--- config.mk ---
export PLATFORM = sky130hd
export DESIGN_NAME = neural_stage_float2fix_flat
export DESIGN_NICKNAME = d
export VERILOG_FILES = /design/src/rtl/neural_stage_float2fix_pkg.sv /design/src/rtl/neural_stage_float2fix_if.sv /design/src/rtl/neural_stage_float2fix_round.sv /design/src/rtl/neural_stage_float2fix.sv /design/src/flat_wrapper.sv
export SDC_FILE = /design/constraint.sdc
export NUM_CORES = 1
export LEC_CHECK = 0
export CORE_MARGIN = 3
export CORE_UTILIZATION = 55
export DETAILED_ROUTE_END_ITERATION = 16
export GPL_TIMING_DRIVEN = 0
export PLACE_DENSITY = 0.79
export SLEW_MARGIN = 20
export SYNTH_ARGS = -nofsm -noshare
export SYNTH_HDL_FRONTEND = slang
export SYNTH_SLANG_ARGS = --single-unit
--- constraint.sdc ---
create_clock -name clk -period 4.29 [get_ports clk]
set_input_delay 1.0725 -clock clk [delete_from_list [all_inputs] [get_ports clk]]
set_output_delay 1.0725 -clock clk [all_outputs]
set_load 0.03 [all_outputs]
--- src/rtl/neural_stage_float2fix_pkg.sv ---
// Shared types for the float-to-fixed stage: operand layout, exponent bias and flush threshold.
package neural_stage_float2fix_pkg;

    typedef struct packed {
        logic        sgn;
        logic [7:0]  exp;
        logic [22:0] man;
    } float_24_8;

    localparam logic [7:0] EXP_BIAS  = 8'd127;
    localparam logic [7:0] FLUSH_EXP = 8'd10;

endpackage

--- src/rtl/neural_stage_float2fix_if.sv ---
// Operand/result stream bundle; master drives operands and result-ready, slave is the converter.
interface neural_stage_float2fix_if
    import neural_stage_float2fix_pkg::*;
#(
    parameter int OUT_WIDTH = 32
);
    logic                 in_valid;
    logic                 in_ready;
    float_24_8            in_data;
    logic                 out_valid;
    logic                 out_ready;
    logic [OUT_WIDTH-1:0] out_data;
    logic                 out_sat;

    modport master (
        output in_valid, in_data, out_ready,
        input  in_ready, out_valid, out_data, out_sat
    );

    modport slave (
        input  in_valid, in_data, out_ready,
        output in_ready, out_valid, out_data, out_sat
    );
endinterface

--- src/rtl/neural_stage_float2fix_round.sv ---
// Round-to-nearest-even, negate and clamp of a pre-shifted magnitude; purely combinational.
module neural_stage_float2fix_round
    import neural_stage_float2fix_pkg::*;
#(
    parameter int OUT_WIDTH = 32,
    parameter int MW        = OUT_WIDTH + 25
) (
    input  logic                 i_sgn,
    input  logic                 i_flush,
    input  logic                 i_ovf,
    input  logic [MW-1:0]        i_mag,
    input  logic                 i_grd,
    input  logic                 i_stk,
    output logic [OUT_WIDTH-1:0] o_dat,
    output logic                 o_sat
);
    localparam logic [MW-1:0] ONE     = {{(MW-1){1'b0}}, 1'b1};
    localparam logic [MW-1:0] NEG_LIM = ONE << (OUT_WIDTH - 1);
    localparam logic [MW-1:0] POS_LIM = NEG_LIM - ONE;

    logic                 w_up;
    logic [MW-1:0]        w_rnd;
    logic [OUT_WIDTH-1:0] w_neg;
    logic                 w_clip;

    assign w_up  = i_grd & (i_stk | i_mag[0]);
    assign w_rnd = i_mag + {{(MW-1){1'b0}}, w_up};
    assign w_neg = ~w_rnd[OUT_WIDTH-1:0] + {{(OUT_WIDTH-1){1'b0}}, 1'b1};

    // Negative side reaches one further: exactly -2^(W-1) is representable.
    assign w_clip = i_ovf || (i_sgn ? (w_rnd > NEG_LIM) : (w_rnd > POS_LIM));

    always_comb begin
        o_dat = '0;
        o_sat = 1'b0;
        if (!i_flush) begin
            if (w_clip) begin
                o_sat = 1'b1;
                o_dat = i_sgn ? {1'b1, {(OUT_WIDTH-1){1'b0}}} : {1'b0, {(OUT_WIDTH-1){1'b1}}};
            end else begin
                o_dat = i_sgn ? w_neg : w_rnd[OUT_WIDTH-1:0];
            end
        end
    end
endmodule

--- src/rtl/neural_stage_float2fix.sv ---
// float_24_8 -> signed fixed point (FRAC_BITS fractional), 2-cycle latency, one result per cycle.
// Single global enable: a stalled output freezes both stages and deasserts in_ready.
module neural_stage_float2fix
    import neural_stage_float2fix_pkg::*;
#(
    parameter int OUT_WIDTH = 32,
    parameter int FRAC_BITS = 16
) (
    input  logic                    clk,
    input  logic                    reset,
    neural_stage_float2fix_if.slave bus,
    input  logic                    sat_clear,
    output logic [15:0]             sat_count
);
    localparam int MW = OUT_WIDTH + 25;

    float_24_8            w_op;
    logic                 w_en;
    logic [23:0]          w_sig;
    logic [10:0]          w_k;
    logic [10:0]          w_r;
    logic                 w_left;
    logic                 w_flush;
    logic                 w_ovf;
    logic [MW-1:0]        w_shl;
    logic [49:0]          w_ext;
    logic [MW-1:0]        w_mag;
    logic                 w_grd;
    logic                 w_stk;
    logic [OUT_WIDTH-1:0] w_rnd_dat;
    logic                 w_rnd_sat;

    logic                 r_s1_vld;
    logic                 r_s1_sgn;
    logic                 r_s1_flush;
    logic                 r_s1_ovf;
    logic [MW-1:0]        r_s1_mag;
    logic                 r_s1_grd;
    logic                 r_s1_stk;
    logic                 r_out_vld;
    logic [OUT_WIDTH-1:0] r_out_dat;
    logic                 r_out_sat;
    logic [15:0]          r_sat_cnt;

    assign w_op         = bus.in_data;
    assign w_en         = !r_out_vld || bus.out_ready;
    assign bus.in_ready = w_en;

    // k = exp - bias + FRAC_BITS - 23, kept as 11-bit two's complement.
    assign w_sig   = {1'b1, w_op.man};
    assign w_k     = {3'b000, w_op.exp} - {3'b000, EXP_BIAS} + 11'(FRAC_BITS - 23);
    assign w_r     = 11'd0 - w_k;
    assign w_left  = !w_k[10];
    assign w_flush = w_op.exp < FLUSH_EXP;
    assign w_ovf   = (w_op.exp == 8'hFF) || (w_left && (w_k > 11'(OUT_WIDTH)));
    assign w_shl   = {{(MW-24){1'b0}}, w_sig} << w_k;
    assign w_ext   = {w_sig, 26'b0} >> w_r;

    always_comb begin
        w_mag = '0;
        w_grd = 1'b0;
        w_stk = 1'b0;
        if (w_left) begin
            w_mag = w_shl;
        end else if (w_r <= 11'd25) begin
            w_mag = {{(MW-24){1'b0}}, w_ext[49:26]};
            w_grd = w_ext[25];
            w_stk = |w_ext[24:0];
        end
    end

    neural_stage_float2fix_round #(
        .OUT_WIDTH (OUT_WIDTH),
        .MW        (MW)
    ) u_round (
        .i_sgn   (r_s1_sgn),
        .i_flush (r_s1_flush),
        .i_ovf   (r_s1_ovf),
        .i_mag   (r_s1_mag),
        .i_grd   (r_s1_grd),
        .i_stk   (r_s1_stk),
        .o_dat   (w_rnd_dat),
        .o_sat   (w_rnd_sat)
    );

    always_ff @(posedge clk or posedge reset) begin
        if (reset) begin
            r_s1_vld   <= 1'b0;
            r_s1_sgn   <= 1'b0;
            r_s1_flush <= 1'b0;
            r_s1_ovf   <= 1'b0;
            r_s1_mag   <= '0;
            r_s1_grd   <= 1'b0;
            r_s1_stk   <= 1'b0;
            r_out_vld  <= 1'b0;
            r_out_dat  <= '0;
            r_out_sat  <= 1'b0;
        end else if (w_en) begin
            r_s1_vld   <= bus.in_valid;
            r_s1_sgn   <= w_op.sgn;
            r_s1_flush <= w_flush;
            r_s1_ovf   <= w_ovf;
            r_s1_mag   <= w_mag;
            r_s1_grd   <= w_grd;
            r_s1_stk   <= w_stk;
            r_out_vld  <= r_s1_vld;
            r_out_dat  <= w_rnd_dat;
            r_out_sat  <= w_rnd_sat;
        end
    end

    always_ff @(posedge clk or posedge reset) begin
        if (reset) begin
            r_sat_cnt <= 16'd0;
        end else if (sat_clear) begin
            r_sat_cnt <= 16'd0;
        end else if (r_out_vld && bus.out_ready && r_out_sat && (r_sat_cnt != 16'hFFFF)) begin
            r_sat_cnt <= r_sat_cnt + 16'd1;
        end
    end

    assign bus.out_valid = r_out_vld;
    assign bus.out_data  = r_out_dat;
    assign bus.out_sat   = r_out_sat;
    assign sat_count     = r_sat_cnt;
endmodule

--- src/flat_wrapper.sv ---
// flat-port wrapper written by rule: the top's interface ports become plain ports
module neural_stage_float2fix_flat import neural_stage_float2fix_pkg::*;
#(
    parameter int OUT_WIDTH = 32,
    parameter int FRAC_BITS = 16
)
  (clk, reset, sat_clear, sat_count, bus_in_valid, bus_in_data, bus_out_ready, bus_in_ready, bus_out_valid, bus_out_data, bus_out_sat);
  neural_stage_float2fix_if #(.OUT_WIDTH(OUT_WIDTH)) bus_i ();
  input  logic clk;
  input  logic reset;
  input  logic sat_clear;
  output logic [15:0] sat_count;
  input wire logic [$bits(bus_i.in_valid)-1:0] bus_in_valid;
  input wire logic [$bits(bus_i.in_data)-1:0] bus_in_data;
  input wire logic [$bits(bus_i.out_ready)-1:0] bus_out_ready;
  output wire logic [$bits(bus_i.in_ready)-1:0] bus_in_ready;
  output wire logic [$bits(bus_i.out_valid)-1:0] bus_out_valid;
  output wire logic [$bits(bus_i.out_data)-1:0] bus_out_data;
  output wire logic [$bits(bus_i.out_sat)-1:0] bus_out_sat;
  assign bus_i.in_valid = bus_in_valid;
  assign bus_i.in_data = bus_in_data;
  assign bus_i.out_ready = bus_out_ready;
  assign bus_in_ready = bus_i.in_ready;
  assign bus_out_valid = bus_i.out_valid;
  assign bus_out_data = bus_i.out_data;
  assign bus_out_sat = bus_i.out_sat;
  neural_stage_float2fix #(.OUT_WIDTH(OUT_WIDTH), .FRAC_BITS(FRAC_BITS)) u_core (.clk(clk), .reset(reset), .bus(bus_i), .sat_clear(sat_clear), .sat_count(sat_count));
endmodule
## Yosys cells after proc, flatten, opt, wreduce, memory -nomap -nowiden

Index checks and enable logic that the tools add are counted.

- Bits in registers: 113
- Logic and storage cells: 55

- Add/sub/neg operators: 6
- Magnitude comparators: 5
- Eq/ne operators: 2
- Shifts and indexed selects: 2
- Multiplexer cells: 15
- Bitwise operators: 3
- Reduce and logical (&&, ||, !) cells: 11

Operators with widths:

| operator | count |
|---|---|
| 32-bit two-way mux | 4 |
| 57-bit by 1-bit adder with 57-bit output | 1 |
| 57-bit by 31-bit > comparator with 1-bit output, second input constant | 1 |
| 57-bit by 32-bit > comparator with 1-bit output, second input constant | 1 |
| 57-bit two-way mux | 1 |
| 24-bit by 11-bit left shift with 57-bit output | 1 |
| 50-bit by 11-bit >> shifter with 50-bit output | 1 |
| 32-bit by 1-bit adder with 32-bit output, second input constant | 1 |
| 16-bit two-way mux | 2 |
| 32-bit inverter | 1 |
| 25-bit OR reduction | 1 |
| 24-bit two-way mux | 1 |
| 16-bit by 1-bit adder with 16-bit output, second input constant | 1 |
| 16-bit != test, second input constant | 1 |
| 11-bit adder, second input constant | 1 |
| 11-bit by 6-bit > comparator with 1-bit output, second input constant | 1 |
| 11-bit by 5-bit <= comparator with 1-bit output, second input constant | 1 |
| 1-bit by 11-bit subtractor with 11-bit output, first input constant | 1 |
| 8-bit by 7-bit subtractor with 9-bit output, second input constant | 1 |
| 8-bit equality test, second input constant | 1 |
| 8-bit by 4-bit less-than comparator with 1-bit output, second input constant | 1 |
| 1-bit two-way mux | 7 |
| 1-bit logical AND | 4 |
| 1-bit logical OR | 3 |
| other kinds (4) | 5 |

## Logic depth before layout (Yosys ltp)

- Depth after elaboration: 8
- Depth in mapped cells: 21
- Depth with buffers taken out: 15

## Hierarchy

A second synthesis with hierarchy kept.

- Cells, all modules: 1,559
- Area, all modules: 11,752.5 µm²

By module, submodules not included:

| module | times used | cells each | area an instance (µm²) |
|---|---|---|---|
| neural_stage_float2fix | 1 | 1,077 | 8,458.1 |
| neural_stage_float2fix_round | 1 | 482 | 3,294.4 |

## Worst setup path after synthesis

Ideal clock, no wire load.

- Path type: input to register
- Start: input port bus_in_data[23]
- End: register u_core.r_s1_mag[17]
- Setup time: 0.126 ns
- Arrival time: 5.100 ns
- Data required time: 4.164 ns
- Slack: -0.936 ns
- Stages on the path: 18
- Cells stage by stage: clkbuf_1 clkinv_1 clkbuf_1 clkbuf_1 ha_1 clkbuf_1 or2_2 clkbuf_1 nor2_1 nor2_1 and3_1 o311a_1 a311oi_1 or4_1 nand2b_1 nor2_2 a221oi_1 nor2_1

- Word-level cells in the longest chain between the ends: 6
- Elaborated cells between the ends (all ways): 8

RTL lines:

| item | line | RTL |
|---|---|---|
| start: declaration | flat_wrapper.sv:14 | `input wire logic [$bits(bus_i.in_data)-1:0] bus_in_data;` |
| 8-bit by 7-bit subtractor with 9-bit output * | neural_stage_float2fix.sv:51 | `assign w_k = {3'b000, w_op.exp} - {3'b000, EXP_BIAS} + 11'(FRAC_BITS - 23);` |
| 11-bit adder * | neural_stage_float2fix.sv:51 |  |
| 1-bit by 11-bit subtractor with 11-bit output | neural_stage_float2fix.sv:52 | `assign w_r = 11'd0 - w_k;` |
| 50-bit by 11-bit >> shifter with 50-bit output or 11-bit by 5-bit <= comparator with 1-bit output (tied branches) | neural_stage_float2fix.sv:57, neural_stage_float2fix.sv:65 |  |
| 24-bit two-way mux | neural_stage_float2fix.sv:65 | `end else if (w_r <= 11'd25) begin` |
| 57-bit two-way mux * | neural_stage_float2fix.sv:63 | `if (w_left) begin` |
| end signal: assignment | neural_stage_float2fix.sv:103 | `r_s1_mag <= w_mag;` |
| end: declaration | neural_stage_float2fix.sv:37 | `logic [MW-1:0] r_s1_mag;` |

Every way passes the cells marked *; elsewhere a longest branch is shown, timed or not.
A chain may end at the register's enable or synchronous reset.

## Worst setup path after layout

- Start: input port bus_in_data[23]
- End: register u_core.r_s1_mag[54]

- Word-level cells in the longest chain between the ends: 4

RTL lines:

| item | line | RTL |
|---|---|---|
| 8-bit by 7-bit subtractor with 9-bit output * | neural_stage_float2fix.sv:51 |  |
| 11-bit adder * | neural_stage_float2fix.sv:51 |  |
| 24-bit by 11-bit left shift with 57-bit output | neural_stage_float2fix.sv:56 | `assign w_shl = {{(MW-24){1'b0}}, w_sig} << w_k;` |
| 57-bit two-way mux * | neural_stage_float2fix.sv:63 |  |

Marks and branches as above.

==> summary.md <==
| Metric | Value |
|---|---|
| Total track usage | `0.381` |
| Asr flop ratio synth | `1.00` |
| M1 WL | `16900 um` |
| Drt first-iter violations | `1375` |
| Critical Path End | `u_core.r_s1_mag[54]$_DFFE_PP0P_` |
| Leak | `5.55 nW` |
| Setup violators final | `0` |
| Final wirelength | `42900 um` |
| RD Place Congestion | `0.994` |
| P&R area growth vs syn | `27.1%` |
| Post-synth EDFFs | `0` |
| DR WL met3 | `4200 um` |
| Worst path slowest cell | `o32ai_1` |
| DR top layer | `met4` |
| # rows | `51` |
| Most used cell, CP | `clkbuf_16` |
| Total die area | `21800 um2` |
| Cell count of the worst reg-to-reg path | `14` |
| # DRC | `0` |
| # nets final | `1680` |
| R2r startpoint | `u_core.r_s1_mag[0]$_DFFE_PP0P_` |
| CTS tree | `done` |
| Final worst hold slack | `0.464 ns` |
| Max Fclk | `235 MHz` |
| DR WL/cell | `22.4 um` |
| Fin crit period | `4.26 ns` |
| Worst slew margin | `0.433` |
| Leading register cell type out of synthesis | `dfrtp_1` |
| Antenna diode instance count | `0` |
| PortBufs | `84` |
| Vias | `12900` |
| Worst Tran Pin Value | `0.843 ns` |
| Clk buf depth | `2` |
| FF+latch count, synth | `113` |
| Worst setup SP type | `input pin` |
| Die height | `148 um` |
| Number of CTS-inserted buffers | `17` |
| CP arrival | `4.60 ns` |
| Clock sinks | `113` |
| Worst hold path type | `reg -> reg` |
| Hold depth | `1` |
| Io pins | `88` |
| Final hold vios | `0` |
| Req. time, crit path | `4.63 ns` |
| Worst Skew | `0.0178 ns` |
| Largest net degree at the start of global routing | `83` |
| Max incr delay on CP | `0.57 ns` |
| Fin. max-slew vios | `0` |
| Period Utilization, post-route | `0.993` |
| Vias in the first global route | `12000` |
| Initial core utilization | `0.564` |
| Core Area | `19600 um2` |
| Die Wd | `148 um` |
| Syn Std Cell Area | `11100 um2` |
| Worst setup EP type | `flop` |
| Synthesized Nets | `1544` |
| HPWL Detailed | `32000 um` |
| Pwr per Cell Area | `371 nW/um2` |
| Worst-path clk slew | `0.06 ns` |
| Status | `completed` |
| Critical path startpoint | `bus_in_data[23]` |
| Grt total ovfl | `0` |
| Post-synth cell types | `95` |
| Design Area, Final | `14000 um2` |
| Critical path type | `in -> reg` |
| Placed inst area | `12500 um2` |
| Clk Latency, worst-skew pair | `0.43 ns` |
| Syn_area_per_cell | `7.38 um2` |
| Vias/cell | `6.74` |
| First-pass GRT wire length | `66300 um` |
| Initial antenna violation count | `0` |
| Synth warn | `0` |
| Gate Count Post-Synth | `1499` |
| Antenna-violating nets left | `0` |
| First-pass DRT Iterations | `8` |
| Worst path cell trace | `buf_12 -> clkbuf_16 -> clkinv_8 -> clkbuf_16 -> clkbuf_16 -> ha_4 -> clkbuf_2 -> xnor3_2 -> buf_1 -> clkbuf_1 -> nand2_1 -> o21ai_0 -> a21oi_1 -> o32ai_1 -> a32oi_1 -> o21ai_0` |
| Reg-to-reg endpoint | `u_core.bus.out_data[10]$_DFFE_PP0P_` |
| Metal2 WL | `19600 um` |
| Sequential area share after synthesis | `0.256` |
| Internal reg-to-reg setup slack | `0.09 ns` |
| Layout cells sized above 1 | `0.173` |
| Tot Pwr | `5.21 mW` |
| CP max FO | `10` |
| CTS Root Cell | `clkbuf_16` |
| CTS H-tree lvls | `4` |
| Max VDD drop | `0.282 mV` |
| Maxcap violations | `0` |
## cells in the mapped netlist (20+ instances only)
library cell,instances,area share
a21oi_1,82,0.037
a22o_1,35,0.028
a31oi_1,26,0.015
clkbuf_1,73,0.025
dfrtp_1,113,0.26
inv_1,20,0.0068
mux2i_1,39,0.035
nand2_1,246,0.084
nand3_1,59,0.027
nand4_1,22,0.012
nor2_1,143,0.049
nor3_1,43,0.019
nor4_1,24,0.014
o21ai_0,116,0.053
xnor2_1,59,0.047
xor2_1,34,0.027
## worst min path at each step
stage               slack [ns]                        start                                to
floorplan                 0.43  u_core.r_s1_vld$_DFFE_PP0P_       u_core.r_s1_vld$_DFFE_PP0P_
global route              0.48  u_core.r_s1_vld$_DFFE_PP0P_  u_core.bus.out_valid$_DFFE_PP0P_
detailed placement        0.45  u_core.r_s1_vld$_DFFE_PP0P_  u_core.bus.out_valid$_DFFE_PP0P_
global placement          0.45  u_core.r_s1_vld$_DFFE_PP0P_  u_core.bus.out_valid$_DFFE_PP0P_
CTS                       0.47  u_core.r_s1_vld$_DFFE_PP0P_  u_core.bus.out_valid$_DFFE_PP0P_
finish                    0.46  u_core.r_s1_vld$_DFFE_PP0P_  u_core.bus.out_valid$_DFFE_PP0P_
## cell families (layout without fill, tap and decap cells)
group                    count (synthesis)  after routing  synth area share
AO/OA/AOI/OAI                          434            434             0.260
XOR/XNOR                                97             97            0.0808
adder cells (fa/ha/maj)                  8              8           0.00905
buffers and inverters                  135            284            0.0527
flip-flops                             113            113             0.256
multiplexers                            56             56            0.0567
AND/OR/NAND/NOR                        656            656             0.285
## final cells by class
class | instances | area, um2
buffer | 107 | 627
fill | 1521 | 5540
timing repair buffer | 123 | 1210
multi-input combinational | 1251 | 8330
clock inverter | 15 | 196
tap | 265 | 332
sequential | 113 | 2830
clock buffer | 17 | 425
inverter | 22 | 101
## sequential cells by signal, summed over array words and instances, names as in the netlist
name and flops:
u_core.bus.out_valid 1, u_core.r_s1_grd 1, u_core.r_s1_stk 1, u_core.sat_count 16, u_core.r_s1_flush 1, u_core.r_s1_vld 1, u_core.r_s1_mag 57, u_core.r_s1_ovf 1
u_core.bus.out_data 32, u_core.bus.out_sat 1, u_core.r_s1_sgn 1
## stage by stage
stage	TNS, ns	instances	util	worst slack (ns)
3_5_place_dp	-110.06	1849	0.636	-2.50
6_report	0	1913	0.717	0.0307
4_1_cts	-0.0105	1895	0.699	-0.0105
5_1_grt	-0.167	1913	0.717	-0.0475
3_3_place_gp	-241.35	1848	0.634	-2.47
2_1_floorplan	0	1499	-	0.0256
## report_power, final
| group | switching (mW) | internal [mW] | total, mW | leakage [nW] |
|---|---|---|---|---|
| Sequential | 0.120 | 1.22 | 1.34 | 1.48 |
| Combinational | 1.46 | 0.885 | 2.34 | 3.76 |
| Clock | 0.591 | 0.932 | 1.52 | 0.302 |
## routing by layer
layer  up-vias  GRT usage
li1       5805          -
met2       840      0.610
met1      6072      0.497
met3       181     0.0714
met5         -          0
met4         0      0.189
## what timing repair did
| action | 4_1_cts | 5_1_grt |
|---|---|---|
| gates cloned | 0 | 0 |
| setup buffers | 16 | 22 |
| setup endpoints to repair | 93 | 90 |
| pin swaps | 18 | 20 |
| hold buffers | 0 | 0 |
| gates resized for setup | 136 | 59 |
## cell usage in the layout, fill, tap and decap left out, types with 10 or more instances in the layout
cell type        Yosys  routed
o21ai_0            116      98
nor3_1              43      35
buf_4                1      40
nand2b_1            15      14
o22ai_1             11      11
nor2_4               0      10
nor4_1              24      21
and2_1              12      11
o211ai_1            11      11
a211oi_1            18      13
clkbuf_16            0      20
clkdlybuf4s50_1      0      80
clkbuf_1            73      45
buf_2               18      16
and4_1              11      11
a21oi_1             82      76
nor2_1             143     132
o21ai_1              4      12
a22o_1              35      35
and3_1              16      13
nand2_1            246     242
nand4_1             22      22
o21a_1              11      11
dfrtp_1            113     113
xnor2_1             59      56
xor2_1              34      31
nand3_1             59      55
inv_1               20      19
a31oi_1             26      24
mux2_2              13      13
mux2i_1             39      32
clkbuf_2             2      14
## worst max-delay path: cells and delay by family
family | cells | cell delay [ns]
buf+inv | 8 | 1.59
xor+xnor | 1 | 0.37
simple gates | 1 | 0.11
compound gates | 5 | 1.31
fa+ha+maj | 1 | 0.14
(Power assumes the default switching activity.)
